--- config.mk ---
export PLATFORM = sky130hd
export DESIGN_NAME = fpna_config_loader
export DESIGN_NICKNAME = d
export VERILOG_FILES = /design/src/rtl/fpna_pkg.sv /design/src/rtl/fpna_sync_detect.sv /design/src/rtl/fpna_config_loader.sv
export SDC_FILE = /design/constraint.sdc
export NUM_CORES = 1
export LEC_CHECK = 0
export BUFFER_PORTS_ARGS = -buffer_cell sky130_fd_sc_hd__buf_4
export CAP_MARGIN = 20
export CORE_ASPECT_RATIO = 0.5
export CORE_MARGIN = 2
export CORE_UTILIZATION = 54
export CTS_BUF_LIST = sky130_fd_sc_hd__clkbuf_4 sky130_fd_sc_hd__clkbuf_8
export CTS_CLUSTER_DIAMETER = 100
export DETAILED_ROUTE_END_ITERATION = 6
export HOLD_SLACK_MARGIN = 0.15
export PLACE_DENSITY = 0.78
export SYNTH_ARGS = -nofsm -noshare
export SYNTH_HDL_FRONTEND = slang
export SYNTH_SLANG_ARGS = --single-unit
--- constraint.sdc ---
create_clock -name clk -period 6.55 [get_ports clk]
set_input_delay 1.31 -clock clk [delete_from_list [all_inputs] [get_ports clk]]
set_output_delay 1.31 -clock clk [all_outputs]
set_load 0.01 [all_outputs]
--- src/rtl/fpna_pkg.sv ---
// Shared definitions for the FPNA configuration path: sync word, default
// array geometry and the loader state encoding.
package fpna_pkg;

  localparam logic [7:0] SYNC_WORD = 8'hA5;

  localparam int CELL_COUNT_DEF = 10;
  localparam int CELL_CFG_W_DEF = 8;

  typedef enum logic [1:0] {
    IDLE  = 2'd0,
    SYNC  = 2'd1,
    SHIFT = 2'd2
  } cfg_state_t;

  // Next sync-window value after shifting one serial bit in at the LSB.
  function automatic logic [7:0] sync_shift(input logic [7:0] cur, input logic bit_in);
    return {cur[6:0], bit_in};
  endfunction

endpackage

--- src/rtl/fpna_sync_detect.sv ---
// 8-bit sliding window over the serial stream with a sync-word comparator.
// The match output looks at the window *including* the bit currently on
// bit_in, so the loader can leave SYNC on the very edge that completes 0xA5.
module fpna_sync_detect
  import fpna_pkg::*;
(
  input  logic clk,
  input  logic reset,
  input  logic clear,
  input  logic enable,
  input  logic bit_in,
  output logic match
);

  logic [7:0] sync_reg;
  logic [7:0] nxt;

  assign nxt   = sync_shift(sync_reg, bit_in);
  assign match = enable && (nxt == SYNC_WORD);

  // Window register: clear wins over shift so a zero-filled start is guaranteed.
  always_ff @(posedge clk or posedge reset) begin
    if (reset) begin
      sync_reg <= '0;
    end else if (clear) begin
      sync_reg <= '0;
    end else if (enable) begin
      sync_reg <= nxt;
    end
  end

endmodule

--- src/rtl/fpna_config_loader.sv ---
// Serial configuration loader: finds the sync word, shifts the payload into a
// shadow register and commits it to cfg_word only when the payload length is
// exact. The shadow MSB feeds bs_out so chips can be daisy-chained.
//
// Handshake: there is no valid/ready pair. config_en qualifies bs_in on every
// rising edge; the first low sample after a frame is the end-of-frame edge,
// and cfg_load is a one-cycle pulse in the cycle cfg_word changes.
module fpna_config_loader
  import fpna_pkg::*;
#(
  parameter int CELL_COUNT = CELL_COUNT_DEF,
  parameter int CELL_CFG_W = CELL_CFG_W_DEF,
  parameter int CFG_BITS   = CELL_COUNT * CELL_CFG_W
) (
  input  logic                clk,
  input  logic                reset,
  input  logic                config_en,
  input  logic                bs_in,
  output logic                bs_out,
  output logic [CFG_BITS-1:0] cfg_word,
  output logic                cfg_valid,
  output logic                cfg_load,
  output logic                cfg_err,
  output logic                busy,
  output cfg_state_t          dbg_state
);

  // One extra count value lets an over-length frame park above CFG_BITS
  // instead of wrapping back onto it.
  localparam int CNT_W = $clog2(CFG_BITS + 2);
  localparam logic [CNT_W-1:0] CNT_FULL = CNT_W'(CFG_BITS);
  localparam logic [CNT_W-1:0] CNT_SAT  = CNT_W'(CFG_BITS + 1);

  cfg_state_t          state;
  logic [CFG_BITS-1:0] shadow;
  logic [CNT_W-1:0]    cnt;
  logic                sd_clear;
  logic                sd_enable;
  logic                sd_match;

  assign bs_out    = shadow[CFG_BITS-1];
  assign busy      = (state != IDLE);
  assign dbg_state = state;

  // Sync window control: held at zero outside a hunt, fed while hunting.
  always_comb begin
    sd_clear  = 1'b1;
    sd_enable = 1'b0;
    case (state)
      IDLE: begin
        sd_clear  = !config_en;
        sd_enable = config_en;
      end
      SYNC: begin
        sd_enable = config_en;
        sd_clear  = !config_en || sd_match;
      end
      default: begin
        sd_clear  = 1'b1;
        sd_enable = 1'b0;
      end
    endcase
  end

  fpna_sync_detect u_sync_detect (
    .clk    (clk),
    .reset  (reset),
    .clear  (sd_clear),
    .enable (sd_enable),
    .bit_in (bs_in),
    .match  (sd_match)
  );

  // Frame FSM with payload shift, length count and atomic commit.
  always_ff @(posedge clk or posedge reset) begin
    if (reset) begin
      state     <= IDLE;
      shadow    <= '0;
      cnt       <= '0;
      cfg_word  <= '0;
      cfg_valid <= 1'b0;
      cfg_load  <= 1'b0;
      cfg_err   <= 1'b0;
    end else begin
      cfg_load <= 1'b0;
      case (state)
        IDLE: begin
          if (config_en) begin
            state <= SYNC;
          end
        end
        SYNC: begin
          if (!config_en) begin
            state   <= IDLE;
            cfg_err <= 1'b1;
          end else if (sd_match) begin
            state <= SHIFT;
            cnt   <= '0;
          end
        end
        SHIFT: begin
          if (config_en) begin
            shadow <= {shadow[CFG_BITS-2:0], bs_in};
            if (cnt != CNT_SAT) begin
              cnt <= cnt + CNT_W'(1);
            end
          end else begin
            if (cnt == CNT_FULL) begin
              cfg_word  <= shadow;
              cfg_load  <= 1'b1;
              cfg_valid <= 1'b1;
              cfg_err   <= 1'b0;
            end else begin
              cfg_err <= 1'b1;
            end
            state <= IDLE;
          end
        end
        default: begin
          state <= IDLE;
        end
      endcase
    end
  end

endmodule

==> impl_metrics.sql <==
INSERT INTO impl_metrics (metric_group, metric, value, unit) VALUES
('run_status', 'run_status', 'finished clean', ''),
('pwr', 'worst_ir_drop_vdd', '0.138', 'mV'),
('die', 'die_w', '165', 'um'),
('global_route', 'globalRouteTotalUtil', '17.5', '%'),
('cts', 'htree_levels', '4', ''),
('timing', 'period_needed', '2810', 'ps'),
('global_route', 'grt_max_degree', '129', ''),
('cts', 'cts_repair_resize_count', '0', ''),
('routing', 'number_of_remaining_drc_errors', '0', ''),
('finish', 'layout-area-overhead-vs-synth', '17.8', '%'),
('global_route', 'grt_antenna_before_repair', '0', ''),
('critical_path', 'arrival', '3150', 'ps'),
('pwr', 'intPower', '1.58', 'mW'),
('cts', 'clk_pin_slew_worst_paths', '90', 'ps'),
('finish', 'diodes', '0', ''),
('logic_synthesis', 'sequential_element_share_of_the_synthesized_area', '63.9', '%'),
('critical_path', 'startpoint_type', 'input port', ''),
('finish', 'mostFrequentLayoutCell', 'sky130_fd_sc_hd__dfrtp_1', ''),
('timing', 'final-max-slew-violation-count', '0', ''),
('timing', 'fin_worst_skew', '14.6', 'ps'),
('pwr', 'power_frac_comb', '5.0', '%'),
('critical_path', 'crit_path_end_kind', 'register', ''),
('cts', 'inserted_clock_buffers', '17', ''),
('pwr', 'power.sequential.fraction', '54.4', '%'),
('critical_path', 'critPathMaxFanout', '71', ''),
('die', 'die_area', '14000', 'um^2'),
('critical_path', 'crit_path_class', 'input port to register', ''),
('place', 'placement_stage_cell_area', '7790', 'um^2'),
('place', 'dp.final_hpwl', '6980', 'um'),
('finish', 'share_of_the_core_filled_with_cells_in_the_final_layout', '65.2', '%'),
('cts', 'clk_root_buffer_cell', 'sky130_fd_sc_hd__clkbuf_8', ''),
('timing', 'final_worst_path_period_share', '43.0', '%'),
('die', 'initial_utilization', '55.4', '%'),
('pwr', 'switching_power', '0.472', 'mW'),
('routing', 'drt-initial-drc-count', '281', ''),
('die', 'placementRows', '29', ''),
('finish', 'fin_nets', '540', ''),
('timing', 'unrepaired_setup_endpoints_after_global_routing', 'no', ''),
('logic_synthesis', 'synth_area_per_cell', '16.1', 'um^2'),
('finish', 'drive_above_1_share', '52.1', '%'),
('finish', 'top_flop_regs', 'cfg_word: 80 flops, shadow: 80 flops', ''),
('die', 'coreArea', '12700', 'um^2'),
('cts', 'clock_insertion_delay_worst_skew', '450', 'ps'),
('routing', 'via_count', '3690', ''),
('timing', 'timing.max_slew.rel_slack', '28.7', '%'),
('place', 'number_of_port_buffers', '90', ''),
('pwr', 'cellPowerDensity', '248', 'nW/um^2'),
('pwr', 'static_leak', '4.48', 'nW'),
('global_route', 'via_count_of_the_first_global_routing_pass', '3764', ''),
('cts', 'clock_sink_count', '179', ''),
('cts', 'cts.hold.buffers_added', '0', ''),
('timing', 'timing_worst_slew_pin_value', '1070', 'ps'),
('die', 'die-height', '84.6', 'um'),
('routing', 'route.detailed.wl_per_inst', '15.8', 'um'),
('job', 'drv.max_cap_violation_count', '0', ''),
('cts', 'cts_post_setup_buffers_inserted', '0', ''),
('finish', 'final_cell_mix', '179 x sky130_fd_sc_hd__dfrtp_1, 135 x sky130_fd_sc_hd__mux2_2, 92 x sky130_fd_sc_hd__buf_4', ''),
('logic_synthesis', 'yosys_warn_count', '0', ''),
('routing', 'route.final.wire_length', '11300', 'um'),
('routing', 'detailedRoute.firstPassIterationCount', '4', ''),
('logic_synthesis', 'netlist_area', '7010', 'um^2'),
('logic_synthesis', 'synth.distinct_cells', '32', ''),
('place', 'routabilityCongestion', '0.775', ''),
('critical_path', 'timing.critical_path.required', '6880', 'ps'),
('finish', 'nFillCells', '929', ''),
('timing', 'totalNegativeSetupSlack', '0', 'ps'),
('cts', 'clockBufferDepth', '2', ''),
('cts', 'cts_tree', 'done', ''),
('global_route', 'grt_overflow', '0', ''),
('logic_synthesis', 'mappedNetlistNets', '446', ''),
('hold_path', 'hold_path_class', 'register to register', ''),
('routing', 'detail_route.vias_per_cell', '5.19', ''),
('finish', 'area_of_all_placed_cells_without_fillers', '8260', 'um^2'),
('logic_synthesis', 'synth.ff_latch_count', '179', ''),
('logic_synthesis', 'post_synthesis_cell_count', '435', ''),
('global_route', 'wire_length_of_the_first_global_routing_pass', '19100', 'um'),
('routing', 'detail_route_antenna_nets', '0', ''),
('die', 'io_pins', '91', ''),
('timing', 'final-setup-viol-count', '0', ''),
('pwr', 'clock_power_share', '40.5', '%'),
('pwr', 'power.switching_fraction', '23.0', '%'),
('timing', 'fmaxAchievable', '355', 'MHz'),
('timing', 'finalHoldViolCount', '0', '');
[worst paths after layout]
kind                                      startpoint                        end  slack [ps]  cells past startpoint
max in group asynchronous                      reset                  shadow[8]        4580                      3
min in group asynchronous                      reset               cfg_word[43]         900                      2
hold reg to reg            u_sync_detect.sync_reg[4]  u_sync_detect.sync_reg[5]         480                      1
setup reg to reg                        dbg_state[0]               cfg_word[54]        3830                      6
setup / recovery                           config_en               cfg_word[54]        3740                      5
hold / removal             u_sync_detect.sync_reg[4]  u_sync_detect.sync_reg[5]         480                      1
[critical path, cell delays in order]
cell and delay, ps:
sky130_fd_sc_hd__buf_4 140, sky130_fd_sc_hd__and4bb_2 260, sky130_fd_sc_hd__nand2_4 160, sky130_fd_sc_hd__buf_4 800
sky130_fd_sc_hd__mux2_2 430
[layer usage]
layer  vias to the layer above  track usage, %  wire, um
li1                       1729               -         -
met1                      1898            24.4      5360
met2                        51            27.1      5360
met3                        12            4.69       415
met4                         0            5.45       126
met5                         -               0         0
[through the flow]
| step | instances | power [mW] | worst slack [ps] | hold WS [ps] |
|---|---|---|---|---|
| after floorplan | 435 | 1.21 | 381 | 445 |
| after global placement | 679 | 1.24 | 3300 | 452 |
| after detailed placement | 679 | 1.24 | 3260 | 462 |
| after CTS | 710 | 2.07 | 3750 | 482 |
| after global routing | 711 | 2.14 | 3660 | 506 |
| final | 711 | 2.05 | 3740 | 479 |
[kinds of logic after synthesis]
| logic type | share of synthesized area, % |
|---|---|
| adder cells (fa/ha/maj) | 1.25 |
| AND/OR/NAND/NOR | 3.53 |
| flip-flops | 63.9 |
| AO/OA/AOI/OAI | 2.02 |
| buffers and inverters | 2.57 |
| multiplexers | 26.8 |
[power groups by stage]
| stage | combinational, mW | clock, mW | sequential [mW] |
|---|---|---|---|
| after detailed placement | 0.103 | 0 | 1.14 |
| after global routing | 0.116 | 0.903 | 1.12 |
| after global placement | 0.101 | 0 | 1.14 |
| after CTS | 0.103 | 0.848 | 1.12 |
| after floorplan | 0.0705 | 0 | 1.14 |
| final | 0.103 | 0.831 | 1.12 |
[Yosys cell counts]
cell                         n  area [um^2]
sky130_fd_sc_hd__dfrtp_1   179         4480
sky130_fd_sc_hd__mux2_2    135         1520
sky130_fd_sc_hd__mux2_4     14          210
sky130_fd_sc_hd__mux2_1     13          146
sky130_fd_sc_hd__buf_2       9         45.0
sky130_fd_sc_hd__buf_6       9          101
sky130_fd_sc_hd__inv_1       9         33.8
sky130_fd_sc_hd__and2_1      8         50.1
sky130_fd_sc_hd__o21ai_0     8         40.0
sky130_fd_sc_hd__ha_1        7         87.6
sky130_fd_sc_hd__nor2_1      6         22.5
sky130_fd_sc_hd__nand2_1     5         18.8
sky130_fd_sc_hd__o31ai_1     4         30.0
sky130_fd_sc_hd__a31oi_1     3         18.8
sky130_fd_sc_hd__and3_1      3         18.8
sky130_fd_sc_hd__and4bb_2    3         37.5
sky130_fd_sc_hd__nand3_1     3         15.0
sky130_fd_sc_hd__a21oi_1     2         10.0
sky130_fd_sc_hd__nand2b_1    2         12.5
sky130_fd_sc_hd__a211o_1     1         8.76
sky130_fd_sc_hd__a22o_1      1         8.76
sky130_fd_sc_hd__a32oi_2     1         16.3
sky130_fd_sc_hd__and4b_4     1         13.8
sky130_fd_sc_hd__and4bb_1    1         12.5
sky130_fd_sc_hd__nand2_2     1         6.26
sky130_fd_sc_hd__nand3b_1    1         7.51
sky130_fd_sc_hd__nor2b_1     1         6.26
sky130_fd_sc_hd__nor3_1      1         5.00
sky130_fd_sc_hd__nor4_1      1         6.26
sky130_fd_sc_hd__o41ai_1     1         8.76
sky130_fd_sc_hd__or2_4       1         8.76
sky130_fd_sc_hd__or3_1       1         6.26
[final cells by class]
| class | instances | area, um^2 | area share [%] |
|---|---|---|---|
| Sequential cell | 179 | 4480 | 54.2 |
| Clock buffer | 18 | 248 | 3.00 |
| Tap cell | 170 | 213 | 2.57 |
| Multi-Input combinational cell | 229 | 2370 | 28.6 |
| Timing Repair Buffer | 93 | 718 | 8.69 |
| Clock inverter | 13 | 198 | 2.39 |
| Inverter | 9 | 38.8 | 0.470 |
Power figures use the tool's default switching activity.
